<file path="src/rtl/mul_div_unit.sv">
// Iterative MIPS multiply/divide unit that owns the HI/LO pair.
// Radix-2 shift-add multiply and restoring divide on magnitudes; signs are fixed up in a final cycle.
module mul_div_unit #(
    parameter int WIDTH     = 32,
    parameter int CNT_WIDTH = 6
) (
    input  logic             clk,
    input  logic             rst,
    input  logic             Start,
    input  logic [2:0]       MdOp,
    input  logic [WIDTH-1:0] A,
    input  logic [WIDTH-1:0] B,
    output logic             Busy,
    output logic             Done,
    output logic             DivZero,
    output logic [WIDTH-1:0] HI,
    output logic [WIDTH-1:0] LO
);

    typedef enum logic [1:0] {IDLE, CALC, FIX, DONE} state_t;

    state_t state, state_next;

    logic [CNT_WIDTH-1:0] cnt;
    logic                 is_div;
    logic                 neg_main;
    logic                 neg_rem;
    logic [WIDTH-1:0]     opd;
    logic [WIDTH-1:0]     a_raw;
    logic [WIDTH-1:0]     acc_hi;
    logic [WIDTH-1:0]     acc_lo;

    logic                 accept;
    logic                 last_step;
    logic                 op_signed;
    logic                 a_neg;
    logic                 b_neg;
    logic [WIDTH-1:0]     a_mag;
    logic [WIDTH-1:0]     b_mag;
    logic [WIDTH:0]       mul_sum;
    logic [WIDTH:0]       div_shift;
    logic                 div_ge;
    logic [WIDTH-1:0]     div_diff;
    logic [2*WIDTH-1:0]   prod;
    logic [2*WIDTH-1:0]   prod_fix;
    logic [WIDTH-1:0]     quo_fix;
    logic [WIDTH-1:0]     rem_fix;

    assign accept    = (state == IDLE) && Start && !MdOp[2];
    assign last_step = (cnt == CNT_WIDTH'(WIDTH - 1));

    // mult (0) and div (2) are the signed ops
    assign op_signed = !MdOp[0];
    assign a_neg     = op_signed && A[WIDTH-1];
    assign b_neg     = op_signed && B[WIDTH-1];
    assign a_mag     = a_neg ? -A : A;
    assign b_mag     = b_neg ? -B : B;

    assign mul_sum   = {1'b0, acc_hi} + (acc_lo[0] ? {1'b0, opd} : '0);
    assign div_shift = {acc_hi, acc_lo[WIDTH-1]};
    assign div_ge    = (div_shift >= {1'b0, opd});
    assign div_diff  = div_shift[WIDTH-1:0] - opd;

    assign prod      = {acc_hi, acc_lo};
    assign prod_fix  = neg_main ? -prod : prod;
    assign quo_fix   = neg_main ? -acc_lo : acc_lo;
    assign rem_fix   = neg_rem ? -acc_hi : acc_hi;

    always_ff @(posedge clk) begin
        if (rst) begin
            state <= IDLE;
        end else begin
            state <= state_next;
        end
    end

    always_comb begin
        state_next = state;
        Busy       = 1'b0;
        Done       = 1'b0;
        case (state)
            IDLE: begin
                if (accept) begin
                    state_next = CALC;
                end
            end
            CALC: begin
                Busy = 1'b1;
                if (last_step) begin
                    state_next = FIX;
                end
            end
            FIX: begin
                Busy       = 1'b1;
                state_next = DONE;
            end
            DONE: begin
                Done       = 1'b1;
                state_next = IDLE;
            end
            default: state_next = IDLE;
        endcase
    end

    always_ff @(posedge clk) begin
        if (rst) begin
            cnt      <= '0;
            is_div   <= 1'b0;
            neg_main <= 1'b0;
            neg_rem  <= 1'b0;
            opd      <= '0;
            a_raw    <= '0;
            acc_hi   <= '0;
            acc_lo   <= '0;
            DivZero  <= 1'b0;
            HI       <= '0;
            LO       <= '0;
        end else begin
            case (state)
                IDLE: begin
                    if (accept) begin
                        is_div   <= MdOp[1];
                        neg_main <= a_neg ^ b_neg;
                        neg_rem  <= a_neg;
                        a_raw    <= A;
                        cnt      <= '0;
                        DivZero  <= MdOp[1] && (B == '0);
                        acc_hi   <= '0;
                        // dividend / multiplier sit in the low half and shift out as they are consumed
                        if (MdOp[1]) begin
                            acc_lo <= a_mag;
                            opd    <= b_mag;
                        end else begin
                            acc_lo <= b_mag;
                            opd    <= a_mag;
                        end
                    end else if (Start && MdOp == 3'd4) begin
                        HI <= A;
                    end else if (Start && MdOp == 3'd5) begin
                        LO <= A;
                    end
                end
                CALC: begin
                    cnt <= cnt + CNT_WIDTH'(1);
                    if (is_div) begin
                        if (div_ge) begin
                            {acc_hi, acc_lo} <= {div_diff, acc_lo[WIDTH-2:0], 1'b1};
                        end else begin
                            {acc_hi, acc_lo} <= {div_shift[WIDTH-1:0], acc_lo[WIDTH-2:0], 1'b0};
                        end
                    end else begin
                        {acc_hi, acc_lo} <= {mul_sum, acc_lo[WIDTH-1:1]};
                    end
                end
                FIX: begin
                    if (is_div) begin
                        if (DivZero) begin
                            LO <= '1;
                            HI <= a_raw;
                        end else begin
                            LO <= quo_fix;
                            HI <= rem_fix;
                        end
                    end else begin
                        {HI, LO} <= prod_fix;
                    end
                end
                default: ;
            endcase
        end
    end

endmodule

</file>
<file path="config.mk">
export PLATFORM = sky130hd
export DESIGN_NAME = mul_div_unit
export DESIGN_NICKNAME = d
export VERILOG_FILES = /design/src/rtl/mul_div_unit.sv
export SDC_FILE = /design/constraint.sdc
export NUM_CORES = 1
export LEC_CHECK = 0
export CAP_MARGIN = 40
export CORE_ASPECT_RATIO = 0.6
export CORE_MARGIN = 2
export CORE_UTILIZATION = 46
export CTS_CLUSTER_DIAMETER = 150
export CTS_CLUSTER_SIZE = 25
export DETAILED_ROUTE_END_ITERATION = 10
export GPL_TIMING_DRIVEN = 0
export PLACE_DENSITY = 0.67
export SYNTH_ARGS = -nofsm -noshare
export SYNTH_HDL_FRONTEND = slang
export SYNTH_SLANG_ARGS = --single-unit
</file>
<file path="constraint.sdc">
create_clock -name clk -period 3.7 [get_ports clk]
set_input_delay 1.11 -clock clk [delete_from_list [all_inputs] [get_ports clk]]
set_output_delay 1.11 -clock clk [all_outputs]
set_load 0.02 [all_outputs]
</file>
== Yosys cells after proc, flatten, opt, wreduce, memory -nomap -nowiden ==
Index checks and enable logic that the tools add are counted.
W data, S select, Z words.

* Input bits: 70
* Word-level logic and storage cells: 87
* Register bits after elaboration: 204
* Output and inout port bits: 67

* Reductions and logical operators: 19
* Multiplexer cells: 34
* Add/subtract/negate cells: 8
* Bitwise gates (word level): 1
* Equality and inequality tests: 12
* Magnitude comparators: 1

{| class="wikitable"
|+ Operator list
! operator !! count
|-
| $mux W32 || 21
|-
| $pmux W32 S2 || 4
|-
| $neg A32 Y32 || 4
|-
| $mux W64 || 1
|-
| $neg A64 Y64 || 1
|-
| $add A32 B32 Y33 || 1
|-
| $ge A33 B32 Y1 || 1
|-
| $logic_not A32 Y1 || 1
|-
| $sub A32 B32 Y32 || 1
|-
| $pmux W6 S2 || 1
|-
| $ne A2 B2 Y1 const B || 4
|-
| $pmux W2 S4 || 1
|-
| $logic_and A1 B1 Y1 || 7
|-
| $add A6 B1 Y6 const B || 1
|-
| $eq A3 B3 Y1 const B || 2
|-
| $eq A6 B5 Y1 const B || 1
|-
| $mux W6 || 1
|-
| $reduce_and A2 Y1 || 3
|-
| $eq A2 B2 Y1 const B || 2
|-
| $mux W2 || 2
|-
| $ne A2 B1 Y1 const B || 2
|-
| $reduce_and A4 Y1 || 1
|-
| $reduce_bool A2 Y1 || 2
|-
| $mux W1 || 3
|-
| 6 further kinds || 7
|}

== Longest topological paths before layout ==
* Word-level depth: 6
* Gate-level depth with buffers: 14
* Mapped depth without buffers: 13

== Worst setup path before layout ==
Ideal clock, no wire load.

* Path kind: input -> register
* From: in A[7]
* To: reg opd[23]
* Arrival: 3.508 ns
* Path buffers: 2
* Path slack: 0.122 ns
* Data required time: 3.630 ns
* Cell stages on the path: 10
* Setup time: 0.070 ns
* Cells stage by stage: clkbuf_2 -> or4_4 -> or4_1 -> buf_2 -> nor3_4 -> nand2b_1 -> o41ai_1 -> xor2_1 -> a211o_1 -> a21oi_1

* Longest elaborated chain between the ends: 3

{| class="wikitable"
|+ RTL lines
! what !! RTL line !! RTL
|-
| from (decl) || 11 || <nowiki>input logic [WIDTH-1:0] A,</nowiki>
|-
| $neg A32 Y32 || 56 || <nowiki>assign a_mag = a_neg ? -A : A;</nowiki>
|-
| $mux W32 || 56 ||
|-
| $mux W32 || 130 || <nowiki>if (MdOp[1]) begin</nowiki>
|-
| to (signal assigned) || 132 || <nowiki>opd <= b_mag;</nowiki>
|-
| to (signal assigned) || 135 || <nowiki>opd <= a_mag;</nowiki>
|-
| to (decl) || 28 || <nowiki>logic [WIDTH-1:0] opd;</nowiki>
|}

No other way between the ends.
A chain may end at the register's enable or synchronous reset.

== Worst setup path in the final report ==
* From: reg acc_lo[0]
* To: reg acc_hi[28]

* Longest elaborated chain between the ends: 4

{| class="wikitable"
|+ RTL lines
! what !! RTL line !! RTL
|-
| from (decl) || 31 || <nowiki>logic [WIDTH-1:0] acc_lo;</nowiki>
|-
| from (signal assigned) || 131 || <nowiki>acc_lo <= a_mag;</nowiki>
|-
| from (signal assigned) || 134 || <nowiki>acc_lo <= b_mag;</nowiki>
|-
| from (signal assigned) || 147 || <nowiki>{acc_hi, acc_lo} <= {div_diff, acc_lo[WIDTH-2:0], 1'b1};</nowiki>
|-
| $mux W32 || 59 || <nowiki>assign mul_sum = {1'b0, acc_hi} + (acc_lo[0] ? {1'b0, opd} : '0);</nowiki>
|-
| $add A32 B32 Y33 || 59 ||
|-
| $mux W32 || 145 || <nowiki>if (is_div) begin</nowiki>
|-
| $pmux W32 S2 || 119 || <nowiki>case (state)</nowiki>
|-
| to (signal assigned) || 147 ||
|-
| to (signal assigned) || 149 || <nowiki>{acc_hi, acc_lo} <= {div_shift[WIDTH-1:0], acc_lo[WIDTH-2:0], 1'b0};</nowiki>
|-
| to (signal assigned) || 152 || <nowiki>{acc_hi, acc_lo} <= {mul_sum, acc_lo[WIDTH-1:1]};</nowiki>
|-
| to (decl) || 30 || <nowiki>logic [WIDTH-1:0] acc_hi;</nowiki>
|}

No other way between the ends.

==> run summary <==
failing checks -> negative setup slack
Critical-path top delay cell -> o21ai_1
Pwr Density -> 502 nW/µm²
maximum fanout along the worst path -> 10
most common cell after layout, fill and taps aside -> nand2_1
initial core utilization -> 46.8%
RSZ-0062 raised after global routing -> true
Area after DPL -> 19,000 µm²
Clock Latency Late Sink -> 0.53 ns
Async SR Flop Fraction -> 0%
Clock Tree Root -> clkbuf_16
Top Ports -> 137
Hold Vio Cnt, Final -> 0
worst stage delay on the critical path -> 0.59 ns
largest family of logic cells by synthesized area -> compound AO/OA/AOI/OAI gates
FF-to-FF End -> acc_hi[28]$_SDFFE_PP0P_
Post-synth EDFFs -> 0
CTS tree -> built
leakage -> 7.42 nW
Synth Area in Adders -> 5.66%
clk_skew -> 0.0421 ns
Global Route Usage Sum -> 45.0%
post-synthesis mux area share -> 4.06%
# nets final -> 2,678
synth top area cells -> dfxtp_1 (24%), a21oi_1 (7.4%), nand2_1 (7.0%)
sequential share of the synthesized area -> 23.9%
vias post-DR -> 20,500
hpwl dp -> 72,600 µm
syn_nets -> 2,514
cells after synthesis -> 2,368
Detailed Route Iter0 Violations -> 3,161
Worst-path clk slew -> 0.13 ns
VDD IR max -> 0.271 mV
first-pass GRT wire length -> 127,000 µm
Top FF cell, synth -> dfxtp_1
Clock Sinks -> 204
Crit Path Category -> reg -> reg
Crit path required time -> 4.12 ns
Rows -> 54
worst r2r src -> acc_lo[0]$_SDFFE_PP0P_
post-route cell area -> 20,100 µm²
Core ar. -> 36,400 µm²
worst slew pin tran -> 1.07 ns
chip height -> 153 µm
largest area contributor in the netlist -> dfxtp_1
Synth cell types -> 78
largest net degree at the start of global routing -> 26
f_max -> 0.263 GHz
synthesized area per cell -> 7.20 µm²
Reg2Reg Setup Slack -> -0.1 ns
clk buf depth -> 3
remaining antenna violation count -> 0
Worst slew margin -> 28.9%
Pins Over Slew Limit -> 0
Tmin final -> 3.80 ns
I/O Buffers -> 122
Hold Path Class -> reg -> reg
Area Overhead vs Synth -> 17.7%
DR WL/cell -> 29.9 µm
pre-CTS worst setup slack -> -1.29 ns
mapped cell area -> 17,100 µm²
Worst Hold Depth -> 2
drt total wl -> 89,900 µm
htree depth -> 1
max cap viols -> 0
reg2reg path depth -> 13
Buf/Inv on CP -> 2
vias in the first global route -> 18,200
share of cells above drive strength 1 -> 9.40%
fin crit share -> 103%
grt ovf -> 0
worst setup slack after layout -> -0.0964 ns
complex-gate fraction of the synthesized area -> 28.4%
Hold Path Sink -> LO[24]$_SDFFE_PP0P_
CP delay by family, top -> compound AO/OA/AOI/OAI gates
critical-path cell list -> clkinvlp_4 -> clkbuf_4 -> nor2_1 -> ha_1 -> and4_1 -> a21oi_1 -> o21ai_0 -> o21ai_1 -> a41oi_4 -> a221oi_2 -> mux2_2 -> a21oi_1 -> o31ai_1
router iterations before antenna repair -> 7
status -> finished with violations
Pwr Total -> 10.1 mW
DRC -> 0
total CTS buffers -> 12
most frequent cells in the layout -> nand2_1 (312), a21oi_1 (248), nor2_1 (218), dfxtp_1 (200), clkbuf_1 (145)
Setup Viol. Count Final -> 18
Synth Warn # -> 0
final-layout fill cell count -> 3,518
XOR/XNOR Fraction of Synth Area -> 9.35%
Die W -> 253 µm
Final GP Congestion -> 1.09
Startpoint Class -> flop
Arr. time, crit path -> 4.21 ns
Die ar. -> 38,700 µm²
CP most frequent cell -> a21oi_1
hold slack final -> 0.466 ns
critical hold path startpoint -> LO[24]$_SDFFE_PP0P_
post-DR vias/cell -> 6.82
Post-Synth Simple-Gate Area -> 21.9%
post-synth top area share -> 23.9%
number of synthesized register bits -> 204
CP Capture Type -> flop
setup TNS -> -0.608 ns
initial antenna violation count -> 4
-- sequential cells by signal, indices dropped and copies added (netlist names), 2 cells and up --
name,count
a_raw,32
cnt,6
HI,32
opd,32
state,2
LO,32
acc_lo,32
acc_hi,32
-- power breakdown --
group | total [mW] | internal, mW | switching (mW)
Combinational | 5.67 | 1.78 | 3.89
Clock | 1.59 | 0.653 | 0.933
Sequential | 2.82 | 2.50 | 0.324
-- synthesized netlist by cell type, types with 5 or more instances --
library cell	number
nor3_1	62
nand2b_1	16
a221oi_1	6
nand2_1	318
xnor2_1	115
nand3_1	38
xor2_1	67
and2_1	6
o221ai_1	40
o22ai_1	6
mux2_2	25
clkbuf_1	174
o41ai_1	15
inv_1	72
nand4_1	13
buf_1	12
o21ai_0	144
or2_2	7
and3_1	11
or3_1	15
mux2i_1	41
nor2_1	218
a311oi_1	17
o31ai_1	31
a21o_1	28
o21bai_1	9
a22o_1	6
nor4_1	23
a21oi_1	253
o21a_1	8
o211ai_1	49
a211oi_1	62
or4_1	9
nor4_4	5
a22oi_1	16
nor2b_1	14
a31oi_1	27
o21ai_1	10
buf_2	11
buf_6	7
dfxtp_1	204
ha_1	74
o31a_1	5
-- worst reg2reg max path: stages (launching register included) --
cell	delay, ns
dfxtp_4	0.46
clkinvlp_4	0.24
clkbuf_4	0.26
nor2_1	0.11
ha_1	0.30
and4_1	0.23
a21oi_1	0.15
o21ai_0	0.14
o21ai_1	0.59
a41oi_4	0.25
a221oi_2	0.37
mux2_2	0.37
a21oi_1	0.13
o31ai_1	0.09
-- through the flow --
stage / util (%) / cells
finish: 55.1 / 3009
global route: 55.1 / 3008
CTS: 54.2 / 3009
detailed placement: 52.3 / 2985
global placement: 51.8 / 2966
floorplan: - / 2368
-- metal layers --
metal  GRT usage [%]  wire (µm)  vias up
met1            67.0      39900     9852
li1                -          -     8852
met5               0         25        -
met3            26.6      17200      171
met2            52.9      30300     1628
met4            9.58       2420        4
-- final cells by class --
class	instances	area, µm²	area share [%]
multi-input combinational	1883	12400	61.5
sequential	204	4090	20.4
timing repair buffer	162	1560	7.75
buffer	195	838	4.18
tap	476	596	2.97
clock buffer	13	325	1.62
inverter	74	285	1.42
clock inverter	1	30.0	0.150
antenna	1	2.50	0.0125
-- timing repair --
| item | CTS | global route |
|---|---|---|
| setup endpoints to repair | 103 | 86 |
| hold buffers | 0 | 0 |
| pin swaps | 11 | 10 |
| resized for setup | 67 | 95 |
| setup buffers | 12 | 6 |
-- worst max path at each step --
stage                            from                      end  depth (start not counted)
6_report       acc_lo[0]$_SDFFE_PP0P_  acc_hi[28]$_SDFFE_PP0P_                         13
5_1_grt        acc_lo[0]$_SDFFE_PP0P_  acc_hi[28]$_SDFFE_PP0P_                         13
4_1_cts                         A[16]  acc_lo[22]$_SDFFE_PP0P_                         10
3_5_place_dp                     A[8]  acc_lo[27]$_SDFFE_PP0P_                         11
3_3_place_gp                     B[2]  acc_lo[27]$_SDFFE_PP0P_                         11
2_1_floorplan                    A[7]     opd[23]$_SDFFE_PP0P_                         10
-- cells by family after synthesis --
group | Yosys count
AO/OA/AOI/OAI | 765
XOR/XNOR | 182
adder cells (fa/ha/maj) | 76
buffers and inverters | 281
flip-flops | 204
multiplexers | 66
AND/OR/NAND/NOR | 794
(Power assumes the default switching activity.)
